### config.mk
export PLATFORM = sky130hd
export DESIGN_NAME = uart_tx
export DESIGN_NICKNAME = d
export VERILOG_FILES = /design/src/rtl/uart_tx.sv
export SDC_FILE = /design/constraint.sdc
export NUM_CORES = 1
export LEC_CHECK = 0
export CAP_MARGIN = 20
export CORE_MARGIN = 5
export CORE_UTILIZATION = 49
export CTS_CLUSTER_SIZE = 20
export DETAILED_ROUTE_END_ITERATION = 6
export GPL_TIMING_DRIVEN = 0
export PLACE_DENSITY = 0.81
export SLEW_MARGIN = 20
export SYNTH_ARGS = -nofsm -noshare
export SYNTH_HDL_FRONTEND = slang
export SYNTH_SLANG_ARGS = --single-unit
### constraint.sdc
create_clock -name clk -period 1.76 [get_ports clk]
set_input_delay 0.352 -clock clk [delete_from_list [all_inputs] [get_ports clk]]
set_output_delay 0.352 -clock clk [all_outputs]
set_load 0.01 [all_outputs]
### src/rtl/uart_tx.sv
// 8N1 UART transmitter, LSB first; accept-to-tx_done is 10*CLKS_PER_BIT+1 cycles (11*CLKS_PER_BIT+1 with parity).
// tx_start is honoured only while tx_ready (IDLE) is high; UART_TX_PARITY_EN adds a parity bit before the stop bit.
module uart_tx #(
  parameter int CLKS_PER_BIT = 868,
  parameter int PARITY_ODD   = 0
) (
  input  logic       clk,
  input  logic       reset,
  input  logic       tx_start,
  input  logic [7:0] tx_byte,
  output logic       tx_ready,
  output logic       tx_serial,
  output logic       tx_active,
  output logic       tx_done
);

  localparam int CW = (CLKS_PER_BIT > 1) ? $clog2(CLKS_PER_BIT) : 1;
  localparam logic [CW-1:0] CNT_LAST = CW'(CLKS_PER_BIT - 1);

  typedef enum logic [2:0] {
    IDLE          = 3'd0,
    TX_START_BIT  = 3'd1,
    TX_DATA_BITS  = 3'd2,
`ifdef UART_TX_PARITY_EN
    TX_PARITY_BIT = 3'd3,
`endif
    TX_STOP_BIT   = 3'd4,
    CLEANUP       = 3'd5
  } state_t;

  state_t        state_q, state_d;
  logic [CW-1:0] clk_count_q, clk_count_d;
  logic [2:0]    bit_index_q, bit_index_d;
  logic [7:0]    tx_data_q, tx_data_d;
  logic          tx_serial_d;
  logic          cnt_end;

  assign cnt_end = (clk_count_q == CNT_LAST);

`ifdef UART_TX_PARITY_EN
  logic parity_bit;
  assign parity_bit = (^tx_data_q) ^ (PARITY_ODD != 0);
`else
  logic unused_parity_odd;
  assign unused_parity_odd = (PARITY_ODD != 0);
`endif

  always_ff @(posedge clk or posedge reset) begin
    if (reset) begin
      state_q     <= IDLE;
      clk_count_q <= '0;
      bit_index_q <= '0;
      tx_data_q   <= '0;
      tx_serial   <= 1'b1;
    end else begin
      state_q     <= state_d;
      clk_count_q <= clk_count_d;
      bit_index_q <= bit_index_d;
      tx_data_q   <= tx_data_d;
      tx_serial   <= tx_serial_d;
    end
  end

  // tx_serial_d is the line level for the state being entered, so the output register needs no decode after it
  always_comb begin
    state_d     = state_q;
    clk_count_d = clk_count_q;
    bit_index_d = bit_index_q;
    tx_data_d   = tx_data_q;
    tx_serial_d = 1'b1;
    case (state_q)
      IDLE: begin
        clk_count_d = '0;
        bit_index_d = '0;
        if (tx_start) begin
          tx_data_d   = tx_byte;
          state_d     = TX_START_BIT;
          tx_serial_d = 1'b0;
        end
      end
      TX_START_BIT: begin
        tx_serial_d = 1'b0;
        if (cnt_end) begin
          clk_count_d = '0;
          state_d     = TX_DATA_BITS;
          tx_serial_d = tx_data_q[0];
        end else begin
          clk_count_d = clk_count_q + CW'(1);
        end
      end
      TX_DATA_BITS: begin
        tx_serial_d = tx_data_q[bit_index_q];
        if (cnt_end) begin
          clk_count_d = '0;
          if (bit_index_q == 3'd7) begin
            bit_index_d = '0;
`ifdef UART_TX_PARITY_EN
            state_d     = TX_PARITY_BIT;
            tx_serial_d = parity_bit;
`else
            state_d     = TX_STOP_BIT;
            tx_serial_d = 1'b1;
`endif
          end else begin
            bit_index_d = bit_index_q + 3'd1;
            tx_serial_d = tx_data_q[bit_index_q + 3'd1];
          end
        end else begin
          clk_count_d = clk_count_q + CW'(1);
        end
      end
`ifdef UART_TX_PARITY_EN
      TX_PARITY_BIT: begin
        tx_serial_d = parity_bit;
        if (cnt_end) begin
          clk_count_d = '0;
          state_d     = TX_STOP_BIT;
          tx_serial_d = 1'b1;
        end else begin
          clk_count_d = clk_count_q + CW'(1);
        end
      end
`endif
      TX_STOP_BIT: begin
        if (cnt_end) begin
          clk_count_d = '0;
          state_d     = CLEANUP;
        end else begin
          clk_count_d = clk_count_q + CW'(1);
        end
      end
      CLEANUP: begin
        clk_count_d = '0;
        state_d     = IDLE;
      end
      default: begin
        state_d     = IDLE;
        clk_count_d = '0;
        bit_index_d = '0;
      end
    endcase
  end

  always_comb begin
    tx_ready  = (state_q == IDLE);
    tx_done   = (state_q == CLEANUP);
    tx_active = (state_q == TX_START_BIT) || (state_q == TX_DATA_BITS) ||
                (state_q == TX_STOP_BIT);
`ifdef UART_TX_PARITY_EN
    if (state_q == TX_PARITY_BIT) tx_active = 1'b1;
`endif
  end

endmodule

Word-level counts from Yosys, hierarchy flattened

Index checks and enable logic that the tools add are counted.

Register bits: 25
Input bits: 11

Bitwise logic cells: 1
$add $sub $neg: 2
Eq/ne operators: 11
Mux-type cells: 20
Reductions and logical operators: 8
$lt $le $gt $ge: 2

Operator list:

| kind                                                | count |
|---|---|
| two-way mux 3 bit                                   | 7 |
| two-way mux 10 bit                                  | 2 |
| one-hot mux 3 bit (4 select lines)                  | 1 |
| adder 10 x 1 -> 10 bit, second input constant       | 1 |
| equality test 10 bit, second input constant         | 1 |
| inequality test 2 bit, second input constant        | 5 |
| equality test 3 bit, second input constant          | 3 |
| < comparator 3 x 4 -> 1 bit, second input constant  | 2 |
| binary-select mux 1 bit (select 3 bit)              | 2 |
| two-way mux 1 bit                                   | 6 |
| one-hot mux 3 bit (2 select lines)                  | 1 |
| OR reduction 3 bit                                  | 2 |
| AND reduction 5 bit                                 | 1 |
| AND reduction 2 bit                                 | 2 |
| adder 3 x 1 -> 3 bit, second input constant         | 1 |
| equality test 3 x 1 -> 1 bit, second input constant | 1 |
| equality test 3 x 2 -> 1 bit, second input constant | 1 |
| logical NOT 3 bit                                   | 1 |
| one-hot mux 1 bit (3 select lines)                  | 1 |
| logical OR 1 bit                                    | 2 |
| inverter 1 bit                                      | 1 |

Longest topological paths before layout

Gate-level depths: netlist of run 1.

Depth in word-level cells: 6
Depth in mapped cells: 6

Least setup slack after synthesis of run 1

No wires, ideal clock.

Path kind: reg2reg
From: reg clk_count_q[3]
To: reg state_q[0]
Library setup time: 0.127 ns
Arrival time: 1.698 ns
Period minus slack after synthesis: 1.825 ns
Setup slack: -0.065 ns
Cell stages (with the launch flop): 6
Cells stage by stage: dfrtp_1 or2_1 or4_4 nand2b_2 buf_6 mux2_1

Longest elaborated chain between the ends: 3
Elaborated cells on any way between the ends: 5
Those cells by class: eq/ne (4); reduce/logical (1)

Ends and longest elaborated chain:

| item                                     | line | RTL |
|---|---|---|
| start: declaration                       | 32   | `logic [CW-1:0] clk_count_q, clk_count_d;` |
| start signal: assignment                 | 57   | `clk_count_q <= clk_count_d;` |
| equality test 10 bit (*)                 | 38   | `assign cnt_end = (clk_count_q == CNT_LAST);` |
| inequality test 2 bit (no source line)   | n/a  |  |
| AND reduction 5 bit (no source line) (*) | n/a  |  |
| end signal: assignment                   | 56   | `state_q <= state_d;` |
| end: declaration                         | 31   | `state_t state_q, state_d;` |

Mark *: on every way between the ends. The rest lies on a longest branch, timed or not.
A chain may end at the register's enable or synchronous reset.

Worst setup path after layout of run 1

From: reg clk_count_q[3]
To: reg tx_serial

Longest elaborated chain between the ends: 3
Elaborated cells on any way between the ends: 4
Those cells by class: eq/ne (1); mux (3)

Ends and longest elaborated chain:

| item                                   | line   | RTL |
|---|---|---|
| equality test 10 bit (*)               | 38     |  |
| two-way mux 1 bit (on tied branches)   | 93, 83 |  |
| one-hot mux 1 bit (3 select lines) (*) | 71     | `case (state_q)` |
| net tx_serial_d                        | 35     | `logic tx_serial_d;` |
| end signal: assignment                 | 60     | `tx_serial <= tx_serial_d;` |
| end: declaration                       | 12     | `output logic tx_serial,` |

The timed path passes the listed nets; every way through them passes the cells marked *.

==> out/qor.yml, run 1 <==
yosys_warnings: 0
track_usage: 0.147
critPathCaptureType: "flop"
synthMuxAreaShare: 0.149
final_cell_mix: "dfrtp_1 (24), buf_4 (14), nor2_1 (13), clkdlybuf4s50_1 (10), mux2_2 (8)"
start_util: 0.498
synth_fa_ha_area_frac: 0.0280
n_antenna_cell: 0
dieHeight_um: 62.3
routed_via_density: 5.73
clock-root-buffer: "clkbuf_4"
crit_chain: "or2_4 -> or4_4 -> buf_6 -> a2111oi_4 -> o31ai_2"
crit_arrival_ns: 2.01
grt_overflow_total: 0
fmax_ghz: 0.571
synth_top_family_by_area: "simple AND/OR/NAND/NOR gates"
final_common_cell: "dfrtp_1"
wl_met2_um: 1480
drv_slew: 0
peakVddDrop_v: 0.000787
nNetsFinal: 169
cts_hold_buf: 0
synth_area_sq_um: 1340
yosys.area.top_type: "dfrtp_1"
grt_pass1_vias: 1087
cp_data_required_time_ns: 2.01
min_path_type: "input port to async pin"
synthFlopType: "dfrtp_1"
ant_nets: 0
fin_util: 0.646
post-place-ws_ns: -0.179
design_area_sq_um: 1740
synth_edf_count: 0
clk_latency_ns: 0.33
port_buffers: 14
cts_tree: "built"
fin_crit_ns: 1.75
cts_buffer_depth: 2
period_share: 0.995
dp_cells: 166
rsz0062_at_grt: "true"
synthCells: 121
ys_ff_latch: 25
core_area_sq_um: 2690
tns_ns: 0
r2r.worst_path.cells: 5
run_status: "complete, no violations"
path_clk_slew_ns: 0.14
ios: 15
area_growth_pct: 29.6
cts-htree-levels: 1
antenna_found_initial: 0
max_slew_margin: 0.372
rows: 19
synth_top_area_frac: 0.449
worst_setup_path_start_kind: "flop"
via_count: 1060
first_iter_violations: 32
slowest_stage: "or4_4"
drive_above_1_share: 0.331
power_mw: 2.16
placed_area_sq_um: 1530
skew_ns: 0.0121
gp_congestion: 0.830
synth_area_per_cell_sq_um: 11.1
synth-compound-area-share: 0.0916
setup_violations: 0
dpl.hpwl_um: 1810
timing.final.ws_setup_ns: 0.00801
leakagePower_nw: 0.763
drt-total-wl_um: 2780
synthSimpleGateAreaFrac: 0.176
dr_wl_met3_um: 94
grt_pass1_wl_um: 4770
die-area_sq_um: 3880
critPathMaxStageDelay_ns: 0.54
met1_length_um: 1150
chipWidth_um: 62.3
timing_hold_violations_final: 0
cts.sinks: 25
drc: 0
p_per_area_nw_per_um2: 1240
fin_hold_ws_ns: 0.508
dr.max_layer_used: "met4"
grt_max_degree: 26
drv_cap: 0
synth-xor-area-share: 0.0523
cts_buffers: 3
synthArstFlopShare: 1.00
fin_cells: 185
synthesis.nets: 135
path_class: "flop to flop"
synth_seq_area_share: 0.468
worstMarginPinSlew_ns: 0.941
critPathMaxFanout: 4
synth.distinct_cells: 41
routedWlPerCell_um: 15.0
firstDrtPassIters: 4
synth_area_leaders: "dfrtp_1 (45%), mux2_2 (6.7%), mux4_2 (5.0%)"
==> flip-flops by register name (all words and copies together), names as in the netlist <==
register	flops
state_q	3
bit_index_q	3
tx_data_q	8
tx_serial	1
clk_count_q	10
==> metal layers <==
metal | GRT usage | vias to the layer above
met3 | 0.0324 | 9
met1 | 0.171 | 521
met5 | 0 | -
met2 | 0.262 | 27
li1 | - | 503
met4 | 0.0557 | 0
==> path summary, 6_finish.rpt <==
kind | slack, ns | startpoint | to
min in group clk | 0.56 | tx_data_q[2] | tx_data_q[2]
hold reg to reg | 0.56 | tx_data_q[2] | tx_data_q[2]
hold / removal | 0.51 | reset | clk_count_q[0]
setup / recovery | 0.008 | clk_count_q[3] | tx_serial
max in group asynchronous | 0.67 | reset | state_q[2]
setup reg to reg | 0.008 | clk_count_q[3] | tx_serial
==> cell usage after synthesis, drive strengths merged (2+ instances only) <==
| cell type | instances |
|---|---|
| mux4 | 3 |
| mux2i | 3 |
| and3 | 2 |
| buf | 3 |
| inv | 4 |
| or2 | 2 |
| xor2 | 3 |
| xnor2 | 5 |
| nor4 | 3 |
| o21ai | 4 |
| ha | 3 |
| nor3 | 5 |
| o31ai | 2 |
| dfrtp | 24 |
| a32o | 2 |
| nand2 | 4 |
| nor2 | 13 |
| a21oi | 3 |
| mux2 | 9 |
| nand3 | 4 |
| nand2b | 3 |
| a2111oi | 2 |
| clkbuf | 3 |
==> repair_timing <==
| action | in CTS | in global routing |
|---|---|---|
| resized for setup | 30 | 5 |
| pin swaps | 3 | 4 |
| buffers inserted | 14 | 3 |
| endpoints found under the setup margin | 8 | 8 |
==> power breakdown <==
group | internal [mW] | switching, mW
sequential | 0.735 | 0.126
clock | 0.0889 | 0.178
combinational | 0.577 | 0.452
total | 1.40 | 0.756
==> kinds of logic after synthesis <==
kind of cell | Yosys count
AOI/OAI and AO/OA | 17
xor gates and xnor gates | 8
adders and majority gates | 3
buffers and inverters | 10
DFF | 25
muxes | 15
and+or+nand+nor | 43
==> cell type report <==
class,count,area [sq um]
inverters,4,15.0
repair buffers,31,270
multi-input cells,86,736
flip-flops and latches,25,627
plain buffers,4,22.5
fillers,209,951
clock buffers,4,26.3
well taps,31,38.8
==> worst max-delay path: cells and delay by family (launching register included) <==
kind,cells,cell delay (ns)
buf+inv,1,0.16
compound gates,2,0.29
flops,1,0.42
simple gates,2,0.80
No activity file was read; power rests on OpenSTA's default activity.
==> run 2: changes to the inputs <==
Settings changed: CORE_MARGIN 5 to unset, CORE_UTILIZATION 49 to 55, PLACE_DENSITY 0.81 to 0.85.
Clock period 1.76 ns to 2.1 ns, I/O delays scaled along.
==> run 2 against run 1 <==
  * Critical path depth decreased by 1
  * Flip-flop and latch count unchanged
  * Routed wire length down 10%
  * Largest power group is now registers
  * Die area down 32%
  * Final cell count decreased by 7.6%
  * Clock-buffer cell count decreased by 1
  * Via count shrank 6.4%
  * Worst setup slack gained 0.13 ns
  * Combinational power decreased by 32%
  * Global-route usage up 7.6 points
  * Clock skew decreased by 0.0076 ns
==> out/qor.yml, run 2 (synthesized netlist as in run 1, its figures left out) <==
slowest_stage: "dfrtp_1"
dpl.hpwl_um: 1910
drive_above_1_share: 0.224
routed_via_density: 5.80
cpLargestDelayFamily: "buffers and inverters"
max_slew_margin: 0.394
grt_overflow_total: 0
seq_area_sq_um: 627
first_iter_violations: 21
largest_register: "clk_count_q"
area_growth_pct: 18.1
drc: 0
timing_hold_violations_final: 0
placed_area_sq_um: 1510
cp_num_cells: 4
dieHeight_um: 51.3
cts.sinks: 25
cts_tree: "built"
leakagePower_nw: 0.694
ios: 15
cts-htree-levels: 1
period_share: 0.937
skew_ns: 0.00450
peakVddDrop_v: 0.000664
dr.max_layer_used: "met4"
firstDrtPassIters: 5
path_clk_slew_ns: 0.14
p_per_area_nw_per_um2: 1040
gp_congestion: 0.837
track_usage: 0.223
cts_buffer_depth: 2
critPathMaxStageDelay_ns: 0.43
hold_depth: 1
drv_cap: 0
timing.final.ws_setup_ns: 0.133
grt_pass1_wl_um: 4290
dr_wl_met3_um: 64
ant_nets: 0
crit_buf_inv: 3
met1_length_um: 1080
rows: 17
min_path_type: "flop to flop"
r2r.worst_path.cells: 5
cts_hold_buf: 0
final_cell_mix: "dfrtp_1 (24), nor2_1 (13), clkdlybuf4s50_1 (11), mux2_2 (8)"
critPathCaptureType: "output pin"
routedWlPerCell_um: 14.6
chipWidth_um: 51.3
cp_data_required_time_ns: 1.68
design_area_sq_um: 1580
cts_buffers: 3
start_util: 0.594
setup_violations: 0
dp_cells: 163
clk_latency_ns: 0.32
worstMarginPinSlew_ns: 0.908
multi_input_area_sq_um: 668
fin_cells: 171
critPathMaxFanout: 10
fmax_ghz: 0.508
die-area_sq_um: 2640
tns_ns: 0
fill_cells: 180
fin_util: 0.701
antenna_found_initial: 0
via_count: 992
crit_arrival_ns: 1.55
grt_max_degree: 26
port_buffers: 14
post-place-ws_ns: 0.178
final_common_cell: "dfrtp_1"
grt_pass1_vias: 1036
path_class: "flop to output pin"
nNetsFinal: 158
wl_met2_um: 1330
run_status: "complete, no violations"
reg_top3: "clk_count_q: 10 flops, tx_data_q: 8 flops"
rsz0062_at_grt: "false"
drt-total-wl_um: 2510
core_area_sq_um: 2250
n_antenna_cell: 0
reg2reg_slack_ns: 0.18
fin_crit_ns: 1.97
largest_register_ffs: 10
drv_slew: 0
clock-root-buffer: "clkbuf_4"
power_mw: 1.64
fin_hold_ws_ns: 0.507
worst_setup_path_start_kind: "flop"
crit_chain: "buf_4 -> clkbuf_4 -> and3b_1 -> dlygate4sd2_1"
-- run 2: worst paths after layout --
kind / from / to
worst max-delay path: state_q[1] / tx_done
worst min-delay path: clk_count_q[0] / clk_count_q[0]
worst max register to register: clk_count_q[3] / state_q[0]
max in group asynchronous: reset / tx_data_q[7]
min in group asynchronous: reset / tx_data_q[3]
worst min register to register: clk_count_q[0] / clk_count_q[0]
-- run 2: final cells by class --
type	instances	share of cell area
plain buffers	6	0.0245
clock buffers	3	0.0142
clock inverters	1	0.00316
inverters	4	0.00949
multi-input cells	86	0.422
flip-flops and latches	25	0.396
well taps	28	0.0222
repair buffers	18	0.108
-- run 2: layer usage --
metal,global-route usage,up-vias
li1,-,486
met1,0.244,486
met2,0.417,16
met3,0.0417,4
met4,0.0946,0
met5,0,-
-- run 2: repair_timing --
| action | in CTS | in global routing |
|---|---|---|
| gates resized for setup | 9 | 1 |
| endpoints found under the setup margin | 3 | 1 |
| gates cloned | 0 | 0 |
| buffers inserted | 3 | 1 |
-- run 2: where the power goes --
part	switching, mW	internal [mW]
Sequential	0.105	0.616
Combinational	0.319	0.384
Clock	0.146	0.0713
Total	0.571	1.07
